**src/rtl/usb_timing_pkg.sv**
```systemverilog
// Bit-timing constants shared by the transmit and receive bit timers.
package usb_timing_pkg;

  localparam int unsigned BIT_PERIOD   = 8;
  localparam int unsigned SAMPLE_POINT = 4;
  localparam int unsigned DATA_LEN     = 8;
  localparam int unsigned CNT_BITS     = 4;

endpackage

```
**src/rtl/rx_phase_counter.sv**
```systemverilog
// Bit-period phase counter: wraps at BIT_PERIOD-1.
// Synchronous clear has priority over load-to-1.
module rx_phase_counter
  import usb_timing_pkg::*;
(
  input  logic                clk,
  input  logic                rst,
  input  logic                clear,
  input  logic                load_one,
  output logic [CNT_BITS-1:0] p
);

  logic [CNT_BITS-1:0] p_q;
  logic [CNT_BITS-1:0] p_d;

  always_comb begin
    p_d = p_q + CNT_BITS'(1);
    if (p_q == CNT_BITS'(BIT_PERIOD - 1)) p_d = '0;
    if (load_one)                         p_d = CNT_BITS'(1);
    if (clear)                            p_d = '0;
  end

  always_ff @(posedge clk) begin
    if (rst) p_q <= '0;
    else     p_q <= p_d;
  end

  assign p = p_q;

endmodule

```
**src/rtl/rx_timer.sv**
```systemverilog
// Receive bit timer: mid-bit shift strobe, byte-complete pulse and bit count.
// Optional phase resync to line edges when RX_TIMER_RESYNC_EN is defined.
module rx_timer
  import usb_timing_pkg::*;
(
  input  logic                clk,
  input  logic                rst,
  input  logic                enable_timer,
  input  logic                d_edge,
  output logic                shift_strobe,
  output logic                byte_received,
  output logic [CNT_BITS-1:0] bit_count,
  output logic                sync_error
);

  logic [CNT_BITS-1:0] p;
  logic                load_one;
  logic [CNT_BITS-1:0] bit_count_q;
  logic [CNT_BITS-1:0] bit_count_d;

  rx_phase_counter u_phase (
    .clk      (clk),
    .rst      (rst),
    .clear    (!enable_timer),
    .load_one (load_one),
    .p        (p)
  );

  always_comb begin
    shift_strobe  = enable_timer && (p == CNT_BITS'(SAMPLE_POINT));
    byte_received = shift_strobe && (bit_count_q == CNT_BITS'(DATA_LEN - 1));
  end

  always_comb begin
    bit_count_d = bit_count_q;
    if (!enable_timer)      bit_count_d = '0;
    else if (byte_received) bit_count_d = '0;
    else if (shift_strobe)  bit_count_d = bit_count_q + CNT_BITS'(1);
  end

  always_ff @(posedge clk) begin
    if (rst) bit_count_q <= '0;
    else     bit_count_q <= bit_count_d;
  end

  assign bit_count = bit_count_q;

`ifdef RX_TIMER_RESYNC_EN
  logic in_window;
  logic sync_error_q;
  logic sync_error_d;

  // Window is p in {BIT_PERIOD-1, 0, 1}; loading 1 at p=0 matches normal counting.
  always_comb begin
    in_window    = (p == CNT_BITS'(BIT_PERIOD - 1)) || (p == '0) || (p == CNT_BITS'(1));
    load_one     = enable_timer && d_edge && in_window;
    sync_error_d = sync_error_q;
    if (!enable_timer)               sync_error_d = 1'b0;
    else if (d_edge && !in_window)   sync_error_d = 1'b1;
  end

  always_ff @(posedge clk) begin
    if (rst) sync_error_q <= 1'b0;
    else     sync_error_q <= sync_error_d;
  end

  assign sync_error = sync_error_q;
`else
  logic unused_d_edge;

  assign unused_d_edge = d_edge;
  assign load_one      = 1'b0;
  assign sync_error    = 1'b0;
`endif

endmodule

```
**config.mk**
```make
export PLATFORM = sky130hd
export DESIGN_NAME = rx_timer
export DESIGN_NICKNAME = d
export VERILOG_FILES = /design/src/rtl/usb_timing_pkg.sv /design/src/rtl/rx_phase_counter.sv /design/src/rtl/rx_timer.sv
export SDC_FILE = /design/constraint.sdc
export NUM_CORES = 1
export LEC_CHECK = 0
export BUFFER_PORTS_ARGS = -buffer_cell sky130_fd_sc_hd__buf_2
export CAP_MARGIN = 10
export CELL_PAD_IN_SITES_DETAIL_PLACEMENT = 0
export CELL_PAD_IN_SITES_GLOBAL_PLACEMENT = 1
export CORE_MARGIN = 1
export CORE_UTILIZATION = 31
export DETAILED_ROUTE_END_ITERATION = 8
export GPL_ROUTABILITY_DRIVEN = 0
export GPL_TIMING_DRIVEN = 0
export PLACE_DENSITY_LB_ADDON = 0.1
export SLEW_MARGIN = 20
export SYNTH_ARGS = -nofsm -noshare
export SYNTH_HDL_FRONTEND = slang
export SYNTH_HIERARCHICAL = 1
export SYNTH_SLANG_ARGS = --single-unit
```
**constraint.sdc**
```tcl
create_clock -name clk -period 1 [get_ports clk]
set_input_delay 0.2 -clock clk [delete_from_list [all_inputs] [get_ports clk]]
set_output_delay 0.2 -clock clk [all_outputs]
set_load 0.02 [all_outputs]
```
==> results.py <==
metrics = {
    "clock_tree": {
        "clkTransAtPathRegs_ns": 0.06,
        "cts_buffers": 3,
        "htreeDepth": 1,
        "clkLatencyLatePin_ns": 0.25,
        "cts_root_buf": "clkbuf_4",
        "cts_tree": "yes",
        "clockBufferDepth": 2,
        "clock-sinks": 8,
    },
    "min_path": {
        "hp-class": "primary input to flop",
        "hold_start": "rst",
    },
    "layout": {
        "final_common_cell": "buf_4",
        "num_antenna_cells": 0,
        "sequential_cell_area_um2": 181.4,
        "utilization_pct": 55.99,
        "multi_input_area_um2": 310.3,
        "drive_gt1_share_pct": 54.17,
        "instances_no_fill": 87,
        "finalNetCount": 79,
        "area_growth_pct": 68.62,
        "num-fill-cells": 129,
        "final_cell_mix": "buf_4, buf_6, nand2_1, dfxtp_4, mux2i_1",
        "fin_area_um2": 719.4,
    },
    "placed_design": {
        "place_area_um2": 538.0,
        "port_buffers": 8,
        "dp_hpwl_um": 603,
        "placed_cells": 73,
    },
    "floorplan": {
        "ios": 11,
        "start_util_pct": 33.20,
        "die_y_um": 39.10,
        "fp-row-count": 13,
        "fp.dieArea_um2": 1529,
        "die_w_um": 39.10,
        "coreArea_um2": 1285,
    },
    "setup_path": {
        "crit_required_ns": 0.80,
        "crit_fanout": 3,
        "endpoint_kind": "primary output",
        "reg2reg_to": "bit_count[3]",
        "ff2ff_setup_slack_ns": -0.17,
        "cp_cell_sequence": "nor2b_4, nand3_4, nor2_4, buf_6",
        "rr_startpoint": "u_phase/p[2]",
        "critPathLaunch": "u_phase/p[2]",
        "endpoint": "byte_received",
        "cp_slowest_cell": "dfxtp_4",
        "worstSetupPathType": "flop to primary output",
        "critPathMaxStageDelay_ns": 0.35,
        "reg2regPathDepth": 6,
        "crit_path_start_kind": "flop",
        "arrival_ns": 1.11,
    },
    "synth": {
        "synth_area_leaders": "dfxtp_1, mux2i_1, ha_1, nand3b_1, nand2_1",
        "syn-instance-count": 48,
        "synth_top_area_share_pct": 37.54,
        "netlist_area_um2": 426.7,
        "synth_seq_cells": 8,
        "avgSynthCellArea_um2": 8.889,
        "synth.largest_area_cell": "dfxtp_1",
        "ys_warn_count": 6,
        "synth_cell_types": 22,
        "seq_area_frac_synth_pct": 37.54,
    },
    "drt": {
        "drt-initial-drc-count": 14,
        "vias": 390,
        "dr.pass1.iters": 3,
        "routedWlPerCell_um": 9.701,
        "drtAntennaViolNets": 0,
        "postRouteWirelength_um": 844,
        "drcViolationCount": 0,
        "viasPerCell": 4.483,
    },
    "run_status": {
        "status": "finished, violations left",
        "violations": "negative setup slack",
    },
    "global_route": {
        "grt_pass1_wl_um": 1352,
        "gr-usage-met1_pct": 16.08,
        "antenna_found_initial": 0,
        "grt_overflow": 0,
        "met3_usage_pct": 3.468,
        "busiest_layer": "met2",
        "grt_max_degree": 9,
        "grt.total_usage_pct": 13.89,
        "grt_pass1_vias": 340,
        "use_met2_pct": 21.67,
    },
    "power_and_ir_drop": {
        "p_leak_nw": 0.3354,
        "ir_drop_mv": 0.4432,
        "power_density_nw_per_um2": 878.8,
    },
    "sta": {
        "fin_skew_ns": 0.004762,
        "hold_viol_final": 0,
        "drv_slew": 0,
        "period_minus_slack_ns": 1.305,
        "final-setup-viol-count": 8,
        "min_period_over_period_pct": 130.5,
        "fmax_ghz": 0.7660,
        "setup_ws_ns": -0.3055,
        "grt_setup_unrepaired": "yes",
    },
    "run": {
        "cap_viol_max_count": 0,
    },
}
[metal layers]
| metal | wire [um] | part of all wire, % | up-vias |
|---|---|---|---|
| met5 | 0 | 0 | - |
| met2 | 440 | 52 | 6 |
| met3 | 27 | 3.2 | 0 |
| met4 | 0 | 0 | 0 |
| met1 | 375 | 44 | 178 |
| li1 | - | - | 206 |
[through the flow]
step / power (mW) / TNS, ns / hold slack [ns] / setup slack (ns)
final: 0.6323 / -1.063 / 0.1235 / -0.3055
after floorplan: 0.3551 / -0.05915 / 0.2785 / -0.05915
after global placement: 0.3674 / -0.5261 / 0.3979 / -0.1919
after global routing: 0.6635 / -1.472 / 0.1294 / -0.3651
after detailed placement: 0.3672 / -0.5360 / 0.3942 / -0.1968
after CTS: 0.6349 / -0.9020 / 0.1195 / -0.3152
[sequential cells by signal (all words and copies together) (netlist names)]
signal,count
bit_count,4
u_phase/p,4
[where the power goes]
| group | total (mW) | switching, mW | internal [mW] |
|---|---|---|---|
| Clock | 0.269 | 0.116 | 0.153 |
| Combinational | 0.0464 | 0.0246 | 0.0218 |
| Sequential | 0.317 | 0.00620 | 0.311 |
[cell type report]
type / count / area share (%)
Inverter: 3 / 1.565
Sequential cell: 8 / 25.22
Clock buffer: 4 / 3.652
Tap cell: 15 / 2.609
Multi-Input combinational cell: 37 / 43.13
Timing Repair Buffer: 18 / 21.74
Buffer: 2 / 2.087
[kinds of logic (layout without fill, tap and decap cells)]
family | count (synthesis) | after routing | share of synthesized area [%]
buffers and inverters | 5 | 27 | 6.157
multiplexers | 4 | 4 | 9.385
flip-flops | 8 | 8 | 37.54
other | 1 | 3 | 0.8789
AO/OA/AOI/OAI | 1 | 1 | 1.172
adder cells (fa/ha/maj) | 2 | 2 | 5.864
AND/OR/NAND/NOR | 25 | 25 | 34.90
XOR/XNOR | 2 | 2 | 4.106
[how the worst min path moves through the flow]
stage / end / slack (ns) / cells after the start
2_1_floorplan: u_phase/p[0] / 0.28 / 1
3_3_place_gp: u_phase/p[0] / 0.40 / 2
3_5_place_dp: u_phase/p[0] / 0.39 / 2
4_1_cts: u_phase/p[0] / 0.12 / 2
5_1_grt: u_phase/p[0] / 0.13 / 2
6_report: u_phase/p[0] / 0.12 / 2
[what timing repair did]
| item | CTS | global route |
|---|---|---|
| endpoints found under the setup margin | 11 | 12 |
| gates resized for setup | 18 | 8 |
| endpoints found under the hold margin | 0 | 0 |
| gates cloned | 0 | 0 |
| hold buffers | 0 | 0 |
| pin swaps | 6 | 4 |
| buffers inserted | 9 | 3 |
[cell usage after synthesis]
| master | count |
|---|---|
| nand3_1 | 2 |
| xnor2_1 | 1 |
| and2b_1 | 1 |
| inv_1 | 3 |
| nor2b_2 | 1 |
| a21oi_1 | 1 |
| nand3_2 | 1 |
| and2_1 | 1 |
| and4bb_1 | 1 |
| ha_1 | 2 |
| nor3_1 | 2 |
| mux2i_1 | 4 |
| conb_1 | 1 |
| xor2_1 | 1 |
| and3_1 | 2 |
| nand2b_1 | 1 |
| nand2_1 | 5 |
| buf_4 | 2 |
| dfxtp_1 | 8 |
| nand4_1 | 2 |
| nor2_1 | 3 |
| nand3b_1 | 3 |
[worst max-delay path: cells and delay by family, from the launching register on]
| family | cells | cell delay (ns) |
|---|---|---|
| buffers and inverters | 1 | 0.12 |
| DFF | 1 | 0.35 |
| and+or+nand+nor | 3 | 0.38 |
No activity file was read; power rests on OpenSTA's default activity.
